$ cat config.mk
export PLATFORM = sky130hd
export DESIGN_NAME = ps2_packet_decoder_flat
export DESIGN_NICKNAME = d
export VERILOG_FILES = /design/src/rtl/ps2_packet_decoder_if.sv /design/src/rtl/ps2_packet_decoder.sv /design/src/flat_wrapper.sv
export SDC_FILE = /design/constraint.sdc
export NUM_CORES = 1
export LEC_CHECK = 0
export CAP_MARGIN = 20
export CORE_AREA = 4 4 99 101
export DETAILED_ROUTE_END_ITERATION = 8
export DIE_AREA = 0 0 103 105
export PLACE_DENSITY = 0.48
export SKIP_LAST_GASP = 1
export SLEW_MARGIN = 10
export SYNTH_ARGS = -nofsm -noshare
export SYNTH_HDL_FRONTEND = slang
export SYNTH_SLANG_ARGS = --single-unit
$ cat constraint.sdc
create_clock -name i_clk -period 3.1 [get_ports i_clk]
set_clock_uncertainty 0.15 [all_clocks]
set_input_delay 0.62 -clock i_clk [delete_from_list [all_inputs] [get_ports i_clk]]
set_output_delay 0.62 -clock i_clk [all_outputs]
set_load 0.02 [all_outputs]
$ cat src/rtl/ps2_packet_decoder_if.sv
// Byte stream from the PS/2 receiver in, assembled mouse packet out.
// Signal prefixes are seen from the decoder's side: i_ = into the decoder, o_ = out of it.
interface ps2_packet_decoder_if;
    logic [7:0] i_rx_data;
    logic       i_rx_valid;
    logic       i_rx_err;
    logic [8:0] o_x_axis;
    logic [8:0] o_y_axis;
    logic [2:0] o_btn;
    logic       o_x_ovf;
    logic       o_y_ovf;
    logic       o_pkt_valid;
    logic       o_sync_err;

    // master: feeds bytes in and observes the packet (receiver/bench side).
    // slave: the decoder itself.
    modport master (
        output i_rx_data, i_rx_valid, i_rx_err,
        input  o_x_axis, o_y_axis, o_btn, o_x_ovf, o_y_ovf, o_pkt_valid, o_sync_err
    );

    modport slave (
        input  i_rx_data, i_rx_valid, i_rx_err,
        output o_x_axis, o_y_axis, o_btn, o_x_ovf, o_y_ovf, o_pkt_valid, o_sync_err
    );
endinterface

$ cat src/rtl/ps2_packet_decoder.sv
// Assembles 3-byte PS/2 mouse packets into 9-bit X/Y deltas, buttons and overflow flags,
// resynchronising on bad header bytes, receiver errors and inter-byte timeouts.
//
// state   | meaning
// WAIT_B0 | idle, waiting for a header byte with bit3 set; timer held at 0
// WAIT_B1 | header stored, waiting for X byte; timer running
// WAIT_B2 | X stored, waiting for Y byte; timer running
module ps2_packet_decoder #(
    parameter int TIMEOUT_CYCLES = 100_000,
    parameter bit SAT_ON_OVF     = 1'b1,
    parameter int CNT_W          = 17
) (
    input  logic i_clk,
    input  logic i_rst,
    ps2_packet_decoder_if.slave bus
);

    typedef enum logic [1:0] {
        WAIT_B0 = 2'd0,
        WAIT_B1 = 2'd1,
        WAIT_B2 = 2'd2
    } state_t;

    localparam logic [CNT_W-1:0] TC_LAST = CNT_W'(TIMEOUT_CYCLES - 1);

    state_t           r_state;
    state_t           w_state_n;
    logic [CNT_W-1:0] r_timer;
    logic [CNT_W-1:0] w_timer_n;
    logic [6:0]       r_hdr;    // header byte minus bit3: {y_ovf, x_ovf, y_sign, x_sign, btn[2:0]}
    logic [7:0]       r_b1;
    logic [8:0]       r_x_axis;
    logic [8:0]       r_y_axis;
    logic [2:0]       r_btn;
    logic             r_x_ovf;
    logic             r_y_ovf;
    logic             r_pkt_valid;
    logic             r_sync_err;

    logic             w_ld_b0;
    logic             w_ld_b1;
    logic             w_assemble;
    logic             w_sync_err;
    logic             w_timeout;

    // Saturation keeps the magnitude within 8 bits, so -256 is never produced.
    function automatic logic [8:0] axis_val(input logic sign, input logic ovf,
                                            input logic [7:0] mag);
        if (SAT_ON_OVF && ovf)
            return sign ? 9'h101 : 9'h0FF;
        return {sign, mag};
    endfunction

    assign w_timeout = (r_timer == TC_LAST);

    always_comb begin
        w_state_n  = r_state;
        w_ld_b0    = 1'b0;
        w_ld_b1    = 1'b0;
        w_assemble = 1'b0;
        w_sync_err = 1'b0;
        if (bus.i_rx_err) begin
            w_state_n  = WAIT_B0;
            w_sync_err = 1'b1;
        end else begin
            unique case (r_state)
                WAIT_B0: begin
                    if (bus.i_rx_valid) begin
                        if (bus.i_rx_data[3]) begin
                            w_ld_b0   = 1'b1;
                            w_state_n = WAIT_B1;
                        end else begin
                            w_sync_err = 1'b1;
                        end
                    end
                end
                WAIT_B1: begin
                    if (bus.i_rx_valid) begin
                        w_ld_b1   = 1'b1;
                        w_state_n = WAIT_B2;
                    end else if (w_timeout) begin
                        w_sync_err = 1'b1;
                        w_state_n  = WAIT_B0;
                    end
                end
                WAIT_B2: begin
                    if (bus.i_rx_valid) begin
                        w_assemble = 1'b1;
                        w_state_n  = WAIT_B0;
                    end else if (w_timeout) begin
                        w_sync_err = 1'b1;
                        w_state_n  = WAIT_B0;
                    end
                end
                default: w_state_n = WAIT_B0;
            endcase
        end
    end

    always_comb begin
        w_timer_n = r_timer + CNT_W'(1);
        if (w_state_n == WAIT_B0 || w_ld_b0 || w_ld_b1)
            w_timer_n = '0;
    end

    always_ff @(posedge i_clk) begin
        if (i_rst) begin
            r_state     <= WAIT_B0;
            r_timer     <= '0;
            r_hdr       <= '0;
            r_b1        <= '0;
            r_x_axis    <= '0;
            r_y_axis    <= '0;
            r_btn       <= '0;
            r_x_ovf     <= 1'b0;
            r_y_ovf     <= 1'b0;
            r_pkt_valid <= 1'b0;
            r_sync_err  <= 1'b0;
        end else begin
            r_state     <= w_state_n;
            r_timer     <= w_timer_n;
            r_pkt_valid <= w_assemble;
            r_sync_err  <= w_sync_err;
            if (w_ld_b0)
                r_hdr <= {bus.i_rx_data[7:4], bus.i_rx_data[2:0]};
            if (w_ld_b1)
                r_b1 <= bus.i_rx_data;
            if (w_assemble) begin
                r_x_axis <= axis_val(r_hdr[3], r_hdr[5], r_b1);
                r_y_axis <= axis_val(r_hdr[4], r_hdr[6], bus.i_rx_data);
                r_btn    <= r_hdr[2:0];
                r_x_ovf  <= r_hdr[5];
                r_y_ovf  <= r_hdr[6];
            end
        end
    end

    assign bus.o_x_axis    = r_x_axis;
    assign bus.o_y_axis    = r_y_axis;
    assign bus.o_btn       = r_btn;
    assign bus.o_x_ovf     = r_x_ovf;
    assign bus.o_y_ovf     = r_y_ovf;
    assign bus.o_pkt_valid = r_pkt_valid;
    assign bus.o_sync_err  = r_sync_err;

endmodule

$ cat src/flat_wrapper.sv
// flat-port wrapper written by rule: the top's interface ports become plain ports
module ps2_packet_decoder_flat 
#(
    parameter int TIMEOUT_CYCLES = 100_000,
    parameter bit SAT_ON_OVF     = 1'b1,
    parameter int CNT_W          = 17
)
  (i_clk, i_rst, bus_i_rx_data, bus_i_rx_valid, bus_i_rx_err, bus_o_x_axis, bus_o_y_axis, bus_o_btn, bus_o_x_ovf, bus_o_y_ovf, bus_o_pkt_valid, bus_o_sync_err);
  ps2_packet_decoder_if bus_i ();
  input  logic i_clk;
  input  logic i_rst;
  input wire logic [$bits(bus_i.i_rx_data)-1:0] bus_i_rx_data;
  input wire logic [$bits(bus_i.i_rx_valid)-1:0] bus_i_rx_valid;
  input wire logic [$bits(bus_i.i_rx_err)-1:0] bus_i_rx_err;
  output wire logic [$bits(bus_i.o_x_axis)-1:0] bus_o_x_axis;
  output wire logic [$bits(bus_i.o_y_axis)-1:0] bus_o_y_axis;
  output wire logic [$bits(bus_i.o_btn)-1:0] bus_o_btn;
  output wire logic [$bits(bus_i.o_x_ovf)-1:0] bus_o_x_ovf;
  output wire logic [$bits(bus_i.o_y_ovf)-1:0] bus_o_y_ovf;
  output wire logic [$bits(bus_i.o_pkt_valid)-1:0] bus_o_pkt_valid;
  output wire logic [$bits(bus_i.o_sync_err)-1:0] bus_o_sync_err;
  assign bus_i.i_rx_data = bus_i_rx_data;
  assign bus_i.i_rx_valid = bus_i_rx_valid;
  assign bus_i.i_rx_err = bus_i_rx_err;
  assign bus_o_x_axis = bus_i.o_x_axis;
  assign bus_o_y_axis = bus_i.o_y_axis;
  assign bus_o_btn = bus_i.o_btn;
  assign bus_o_x_ovf = bus_i.o_x_ovf;
  assign bus_o_y_ovf = bus_i.o_y_ovf;
  assign bus_o_pkt_valid = bus_i.o_pkt_valid;
  assign bus_o_sync_err = bus_i.o_sync_err;
  ps2_packet_decoder #(.TIMEOUT_CYCLES(TIMEOUT_CYCLES), .SAT_ON_OVF(SAT_ON_OVF), .CNT_W(CNT_W)) u_core (.i_clk(i_clk), .i_rst(i_rst), .bus(bus_i));
endmodule
-- Word level (Yosys, flattened, before mapping)
Index checks and enable logic that the tools add are counted.
- add/subtract/negate cells: 1
- multipliers: 0
- div/mod/pow operators: 0
- $lt $le $gt $ge: 0
- equal/unequal tests: 3
- shift-type cells: 0
- multiplexer cells: 34
- bitwise logic cells: 0
- reductions and logical operators: 6
- operators with widths (kind ; count):
    $mux 9 ; 6
    $mux 1 ; 20
    $add 17x1->17 const B ; 1
    $eq 17x17->1 const B ; 1
    $mux 2 ; 6
    $pmux 2 s3 ; 1
    $logic_not 2->1 ; 2
    $reduce_or 2->1 ; 2
    $eq 2x1->1 const B ; 1
    $eq 2x2->1 const B ; 1
    $logic_or 1x1->1 ; 2
    $pmux 1 s2 ; 1
- flip-flop bits (word level): 59
- latch bits: 0
- memory bits (writable): 0
- ROM bits: 0
- input port bits: 12
- output and inout port bits: 25
- word-level logic and storage cells: 55
- memories kept: 0

-- Longest topological paths before layout
Gate-level depths: netlist (run 1).
- depth after elaboration: 9
- mapped depth: 8
- mapped depth without buffers: 7

-- Worst setup path before layout (run 1)
OpenSTA, ideal clock, no wires.
- path type: input to register
- from: input bus_i_rx_valid
- to: register u_core.r_timer[7]
- setup time: 0.088 ns
- data arrival time: 1.813 ns
- required time: 2.862 ns
- setup slack: 1.050 ns
- stages on the path: 7
- path buffers: 2
- path through: buf_6 o21bai_4 o211ai_2 nor3b_2 a22oi_4 buf_6 nor4_4
- word-level cells in the longest chain between the ends: 7
- elaborated cells between the ends (all ways): 15
- those cells by class: mux (11); reduce/logical (4)
- RTL lines (item ; RTL line ; RTL):
    from (decl) ; flat_wrapper.sv:13 ; input wire logic [$bits(bus_i.i_rx_valid)-1:0] bus_i_rx_valid;
    $mux 2 (on tied branches) ; ps2_packet_decoder.sv:87, ps2_packet_decoder.sv:78, ps2_packet_decoder.sv:68 ;
    $pmux 2 s3 ; ps2_packet_decoder.sv:66 ; unique case (r_state)
    $mux 2 ; ps2_packet_decoder.sv:62 ; if (bus.i_rx_err) begin
    $logic_not 2->1 ; ps2_packet_decoder.sv:102 ; if (w_state_n == WAIT_B0 || w_ld_b0 || w_ld_b1)
    $logic_or 1x1->1 ; ps2_packet_decoder.sv:102 ;
    $logic_or 1x1->1 * ; ps2_packet_decoder.sv:102 ;
    $reduce_or 2->1 (no source line) * ; -- ;
    to (signal assigned) ; ps2_packet_decoder.sv:121 ; r_timer <= w_timer_n;
    to (decl) ; ps2_packet_decoder.sv:28 ; logic [CNT_W-1:0] r_timer;
Every way passes the cells marked *; elsewhere a longest branch is shown, timed or not.
A chain may end at the register's enable or synchronous reset.

-- Final worst setup path (run 1)
- from: input bus_i_rx_valid
- to: register u_core.r_timer[10]
The elaborated chain is that of the path after synthesis.

==> results of run 1 <==
## sequential cells by signal (all words and copies together), names as in the netlist
register	flops
u_core.bus.o_pkt_valid	1
u_core.bus.o_x_ovf	1
u_core.bus.o_x_axis	9
u_core.r_timer	17
u_core.bus.o_y_ovf	1
u_core.bus.o_y_axis	9
u_core.r_b1	8
u_core.r_state	2
u_core.bus.o_sync_err	1
u_core.bus.o_btn	3
u_core.r_hdr	7
## worst max-delay path, stage by stage
cell and delay, ns:
clkdlybuf4s50_1 0.66, a22oi_1 0.21, a2111oi_4 0.47, a22oi_4 0.07, buf_4 0.24, nor4_1 0.28
## stage by stage
step                power (W)  setup slack [ns]  utilization (%)
floorplan            0.000846              1.05                -
global placement     0.000883             0.376             34.1
detailed placement   0.000883             0.305             34.1
CTS                   0.00177             0.662             36.9
global route          0.00180             0.424             36.9
finish                0.00174             0.638             36.9
## logic make-up (layout without fill, tap and decap cells)
logic type / count (synthesis) / after routing / synth area share [%]
buffers and inverters: 24 / 63 / 4.34
adders and majority gates: 5 / 5 / 2.39
xor gates and xnor gates: 15 / 15 / 5.01
muxes: 15 / 15 / 5.73
and+or+nand+nor: 120 / 120 / 25.3
AOI/OAI and AO/OA: 43 / 43 / 12.1
DFF: 59 / 59 / 45.1
## layout make-up
class | instances | area [µm²]
fillers | 933 | 5690
multi-input cells | 198 | 1330
flip-flops and latches | 59 | 1180
repair buffers | 42 | 413
well taps | 111 | 139
clock buffers | 10 | 138
clock inverters | 6 | 113
inverters | 5 | 18.8
## synthesized netlist by cell type
cell type / number
a2111oi_4: 1
a211oi_1: 11
a21oi_1: 23
a22oi_1: 1
a22oi_4: 1
and3_1: 5
and3b_1: 1
and4bb_2: 1
buf_2: 1
buf_4: 2
buf_6: 2
clkbuf_1: 14
dfxtp_1: 59
ha_1: 5
inv_1: 5
mux2i_1: 15
nand2_1: 27
nand3_1: 9
nand3b_1: 4
nand4_1: 4
nand4b_1: 2
nor2_1: 36
nor3_1: 9
nor3b_2: 1
nor4_1: 11
nor4_2: 8
nor4_4: 1
nor4bb_1: 1
o211ai_1: 3
o211ai_2: 1
o21ba_2: 1
o21bai_4: 1
xnor2_1: 12
xor2_1: 3
## per-layer routing
| metal | global-route usage (%) | up-vias | wire [µm] |
|---|---|---|---|
| li1 | - | 1071 | - |
| met1 | 17.6 | 983 | 3040 |
| met2 | 16.4 | 28 | 2630 |
| met3 | 3.47 | 8 | 219 |
| met4 | 4.16 | 0 | 98 |
| met5 | 0 | - | 0 |
## power breakdown
| part | internal (W) | switching, W |
|---|---|---|
| combinational | 0.0000384 | 0.0000569 |
| clock | 0.000557 | 0.000313 |
| sequential | 0.000764 | 0.00000582 |
| total | 0.00136 | 0.000376 |
## worst paths after layout
kind | slack (ns) | cells past startpoint | endpoint | startpoint
worst max-delay path | 0.64 | 6 | u_core.r_timer[10] | bus_i_rx_valid
worst min-delay path | 0.30 | 2 | u_core.bus.o_y_axis[1] | u_core.bus.o_y_axis[1]
worst max register to register | 0.90 | 7 | u_core.r_timer[10] | u_core.r_state[0]
worst min register to register | 0.30 | 2 | u_core.bus.o_y_axis[1] | u_core.bus.o_y_axis[1]
==> impl_summary.txt, run 1 <==
----------------------------------------------------
[Run status]
  Result of the run ... finished clean

[STA]
  Peak clock frequency supported by timing ... ~0.4 GHz
  Transition time of the tightest slew-check pin ... 0.597 ns
  Setup violation total in the final timing report ... 0
  Worst hold slack across all endpoints ... 0.303 ns
  Count of final hold-check violations ... 0
  Minimum period implied by the final worst setup slack ... ~2.5 ns
  Tightest slew margin relative to the limit ... 60.1%
  Setup repair after global routing missed its margin ... false
  Final period util ... 79.4%
  Number of slew-limit violations in the final report ... 0
  Final-layout setup total negative slack ... 0 ns

[Drt]
  Pre-antenna DRT Iters ... 4
  Mean number of vias per cell ... 4.85
  Via total after detailed routing ... between 2000 and 2500
  Total detailed-routing wirelength ... between 5000 and 6000 µm
  Antenna violation net count after detailed routing ... 0
  Drt wl/cell ... 13.9 µm
  Total DRC errors in the routed layout ... 0
  DR iter-0 viols ... approximately 110

[Power and ir drop]
  Power Dens Cells ... 521 nW/µm²
  Worst vdd rail ir drop ... roughly 200 µV
  P_leak ... 1.16 nW

[Logic synthesis]
  Cell area after synthesis ... 2620 µm²
  Leading cell types by total area after synthesis ... dfxtp_1 45%, mux2i_1 5.7%, nor2_1 5.2%
  Yosys warns ... 0
  Unique cell type count in the Yosys netlist ... 34
  Fraction of post-synthesis cell area in the top cell type by area ... 45.1%
  Syn_area_per_cell ... 9.33 µm²
  Number of standard cells after synthesis ... approximately 280
  Flop and latch count out of synthesis ... 59
  Register area share after synthesis ... a little under half
  Dominant cell type by area after synthesis ... dfxtp_1
  Syn_nets ... 298

[Clock network]
  Cell at the root of the clock tree ... clkbuf_8
  Number of gates resized after CTS ... 0
  Clock latency on the worst-skew pair ... 0.33 ns
  H-tree levels ... 3
  Setup fix buffers added after clock tree synthesis ... 0
  Number of buffers added to fix hold violations after cts ... 0
  Clock-pin transition on the worst setup and hold timing paths ... 0.07 ns
  Number of buffers on the longest clock path ... 2
  CTS tree ... built
  Sinks on the clock net ... 59
  TritonCTS buffer count ... 9

[Worst setup path]
  Maximum fanout encountered on the critical timing path ... 17
  Endpoint required time on the critical path ... 3.18 ns
  Launching element type of the critical path ... primary input
  Setup Crit Path Kind ... primary input to register
  Arrival time at the worst endpoint ... 2.55 ns
  Endpoint kind of the worst setup timing path ... register

[Final layout]
  Non-filler cells in the finished layout ... 431
  Commonest non-fill, non-tap cells in the layout ... 59 x dfxtp_1, 36 x nor2_1, 35 x clkdlybuf4s50_1
  Post-Layout Inst Area ... 3330 µm²
  Most common cell after layout, fill and taps aside ... dfxtp_1
  Area overhead of the layout relative to synthesis ... 27.0%
  Post-layout nets ... 332
  Fraction of final layout cells with drive strength greater than 1 ... 12.2%
  # diodes ... 0

[Placed design]
  Cell count after placement ... 415
  Port Buf Inserts ... 36
  Routability congestion estimate ... 0.719
  Post-detailed-placement half-perimeter wirelength ... approximately 4000 µm
  Cell area after placement ... roughly 3100 µm²

[Hold path]
  Path type of the worst min-delay path ... register to register

[Global routing]
  Antenna violations before repair ... 0
  First-pass GRT wire length ... 10300 µm
  Total global routing overflow ... 0
  Largest net degree at the start of global routing ... 40
  Via count of the first global-routing pass ... 2015
  All-layer global routing usage ... 12.0%

[Floorplanning]
  Area of the core region ... 9020 µm²
  Core Rows ... 35
  Starting density of the core ... 29.1%
  Die ar. ... between 10000 and 15000 µm²
  Width of the die ... 103 µm
  Top-Level Pins ... 37
  Die H ... 105 µm

[Job]
  Maximum Capacitance Violations ... 0

----------------------------------------------------
Power figures use the tool's default switching activity.
==> run 2, diff against run 1 <==
--- a/config.mk
+++ b/config.mk
@@ -9,7 +9,7 @@
 export CORE_AREA = 4 4 99 101
 export DETAILED_ROUTE_END_ITERATION = 8
 export DIE_AREA = 0 0 103 105
-export PLACE_DENSITY = 0.48
+export PLACE_DENSITY = 0.5
 export SKIP_LAST_GASP = 1
 export SLEW_MARGIN = 10
 export SYNTH_ARGS = -nofsm -noshare
==> constraint.sdc (replaced) <==
create_clock -name i_clk -period 2.02 [get_ports i_clk]
set_clock_uncertainty 0.15 [all_clocks]
set_input_delay 0.404 -clock i_clk [delete_from_list [all_inputs] [get_ports i_clk]]
set_output_delay 0.404 -clock i_clk [all_outputs]
set_load 0.02 [all_outputs]
==> impl_summary.txt, run 2 (synthesis results as in run 1) <==
----------------------------------------------------
[Clock network]
  H-tree levels ... 3 (unchanged)
  Number of buffers added to fix hold violations after cts ... 0 (unchanged)
  Sinks on the clock net ... 59 (unchanged)
  Clock-pin transition on the worst setup and hold timing paths ... 0.07 ns (about the same)
  Clock latency on the worst-skew pair ... 0.33 ns (about the same)
  CTS tree ... built
  TritonCTS buffer count ... 9 (unchanged)
  Cell at the root of the clock tree ... clkbuf_8
  Number of buffers on the longest clock path ... 2 (unchanged)

[Worst setup path]
  Maximum fanout encountered on the critical timing path ... 8 (-9)
  Top cell family by delay on the critical path ... compound AO/OA/AOI/OAI gates
  Setup Crit Path Kind ... register to register
  Endpoint kind of the worst setup timing path ... register
  Slowest stage delay, CP ... 0.44 ns (-0.22 ns)
  Endpoint required time on the critical path ... 2.10 ns (-1.08 ns)
  Arrival time at the worst endpoint ... 2.02 ns (-0.53 ns)
  Critical-path cell list ... inv_2 -> ha_4 -> a22oi_2 -> a2111oi_4 -> a22oi_4 -> clkbuf_16 -> nor4_1
  Register-to-Register Setup Slack ... 0.08 ns (-0.82 ns)
  Worst path bufs/invs ... 2 (unchanged)
  Launching element type of the critical path ... register
  Standard cell with the maximum stage delay on the critical path ... a2111oi_4

[Final layout]
  Commonest non-fill, non-tap cells in the layout ... 58 x dfxtp_1, 36 x nor2_1, 34 x clkdlybuf4s50_1
  Register containing the most flip-flops in the final layout ... u_core.r_timer
  Most common cell after layout, fill and taps aside ... dfxtp_1
  Fraction of final layout cells with drive strength greater than 1 ... 20.9% (+8.8 points)
  Non-filler cells in the finished layout ... 450 (+4.4%)
  # diodes ... 0 (unchanged)
  Max FFs per register ... 17 (unchanged)
  Area overhead of the layout relative to synthesis ... 37.0%
  Post-layout nets ... 352 (+6.0%)

[Global routing]
  First-pass GRT wire length ... 10400 µm (+0.94%)
  Total global routing overflow ... 0 (unchanged)
  Antenna violations before repair ... 0 (unchanged)
  Via count of the first global-routing pass ... 2180 (+8.2%)
  Largest net degree at the start of global routing ... 40 (unchanged)
  All-layer global routing usage ... 11.8% (-0.17 points)

[STA]
  Minimum period implied by the final worst setup slack ... 1.94 ns
  Number of slew-limit violations in the final report ... 0 (unchanged)
  Final period util ... a little over nine tenths
  Count of final hold-check violations ... 0 (unchanged)
  Tightest slew margin relative to the limit ... 63.1% (+3.0 points)
  Final worst-path setup slack ... 0.0829 ns (-0.555 ns)
  Peak clock frequency supported by timing ... 0.516 GHz
  Final-layout setup total negative slack ... 0 ns (unchanged)
  Setup violation total in the final timing report ... 0 (unchanged)
  Transition time of the tightest slew-check pin ... 0.551 ns (-0.0454 ns)

[Placed design]
  Cell count after placement ... 432 (+4.1%)
  Worst slack at placement ... -0.402 ns (-0.707 ns)
  Routability congestion estimate ... 0.831 (+16%)
  Post-detailed-placement half-perimeter wirelength ... 4180 µm (+4.6%)
  Port Buf Inserts ... 36 (unchanged)

[Floorplanning]
  Die H ... 105 µm (unchanged)
  Core Rows ... 35 (unchanged)
  Width of the die ... 103 µm (unchanged)
  Starting density of the core ... 29.1% (unchanged)
  Die ar. ... 10800 µm² (unchanged)
  Top-Level Pins ... 37 (unchanged)
  Area of the core region ... 9020 µm² (unchanged)

[Drt]
  Antenna violation net count after detailed routing ... 0 (unchanged)
  Total DRC errors in the routed layout ... 0 (unchanged)
  Via total after detailed routing ... 2181 (+4.4%)
  DR iter-0 viols ... 103 (-4.6%)
  Drt wl/cell ... 13.8 µm (-0.85%)
  Pre-antenna DRT Iters ... 4 (unchanged)
  Total detailed-routing wirelength ... 6200 µm (+3.5%)
  Mean number of vias per cell ... 4.85 (about the same)

[Run status]
  Result of the run ... finished clean

[Power and ir drop]
  P_leak ... 1.27 nW (+9.5%)
  Worst vdd rail ir drop ... 248 µV (+23%)
  Comb power frac ... 7.1% (+1.6 points)
  Switching Share ... 21.9% (+0.30 points)
  Power Dens Cells ... 717 nW/µm² (+38%)
  Clock network fraction of total power ... 47.1% (-3.0 points)
  Design internal power ... 0.00201 W (+48%)
  Net Switching ... 0.000565 W (+50%)
  Part of the power in registers ... 45.8% (+1.4 points)

[Job]
  Maximum Capacitance Violations ... 0 (unchanged)

[Hold path]
  Path type of the worst min-delay path ... register to register

----------------------------------------------------
-- run 2: cell count changes in the layout (fill, tap and decap cells not counted), moves of 2 or more --
cell	previous run	this run
buf_4	5	22
nor4_1	11	5
nor4_2	8	13
ha_1	5	2
ha_4	0	3
buf_12	1	3
inv_1	5	3
inv_2	0	2
-- run 2: power groups by stage --
stage	sequential [W]	combinational (W)	clock (W)
final	0.00118	0.000182	0.00121
after global routing	0.00118	0.000199	0.00128
after CTS	0.00118	0.000166	0.00124
after floorplan	0.00121	0.0000906	0
after detailed placement	0.00121	0.000164	0
after global placement	0.00121	0.000163	0
-- run 2: repair_timing --
action,4_1_cts,5_1_grt
endpoints found under the setup margin,15,16
setup buffers,0,2
gates resized for setup,5,14
pin swaps,1,3
cloned,0,1
endpoints found under the hold margin,0,0
-- run 2: per-stage QoR --
stage / instance area, µm² / hold WS, ns / util, % / total power (W)
after floorplan: 2620 / 0.282 / - / 0.00130
after global placement: 3230 / 0.297 / 35.8 / 0.00137
after detailed placement: 3230 / 0.296 / 35.8 / 0.00137
after CTS: 3470 / 0.310 / 38.4 / 0.00259
after global routing: 3590 / 0.329 / 39.8 / 0.00266
final: 3590 / 0.305 / 39.8 / 0.00258
-- run 2: cell type report --
cell class              instances  area, µm²
clock buffers                  11        151
fillers                       895       5430
flip-flops and latches         59       1180
inverters                       5       18.8
repair buffers                 62        604
multi-input cells             198       1420
clock inverters                 4       73.8
well taps                     111        139
-- run 2: path summary, 6_finish.rpt --
check	startpoint	end	cells after the start
worst max-delay path	u_core.r_state[0]	u_core.r_timer[9]	7
worst min-delay path	u_core.bus.o_y_axis[2]	u_core.bus.o_y_axis[2]	2
worst max register to register	u_core.r_state[0]	u_core.r_timer[9]	7
worst min register to register	u_core.bus.o_y_axis[2]	u_core.bus.o_y_axis[2]	2
-- run 2: layer usage --
metal | GRT usage, % | wire length (µm)
met4 | 5.00 | 116
met5 | 0 | 0
met2 | 17.2 | 2740
met3 | 2.27 | 180
met1 | 16.8 | 3160
-- run 2: worst reg2reg max path, cell delays in order (launching register included) --
cell and delay, ns:
dfxtp_2 0.35, inv_2 0.11, ha_4 0.17, a22oi_2 0.08, a2111oi_4 0.44, a22oi_4 0.13
clkbuf_16 0.19, nor4_1 0.24
==> run 3, diff against run 2 <==
--- a/config.mk
+++ b/config.mk
@@ -5,10 +5,10 @@
 export SDC_FILE = /design/constraint.sdc
 export NUM_CORES = 1
 export LEC_CHECK = 0
-export CAP_MARGIN = 20
 export CORE_AREA = 4 4 99 101
 export DETAILED_ROUTE_END_ITERATION = 8
 export DIE_AREA = 0 0 103 105
+export GPL_ROUTABILITY_DRIVEN = 0
 export PLACE_DENSITY = 0.5
 export SKIP_LAST_GASP = 1
 export SLEW_MARGIN = 10
==> results of run 3 <==
Same layout as run 2: the final DEF is identical, and so are final timing and power.
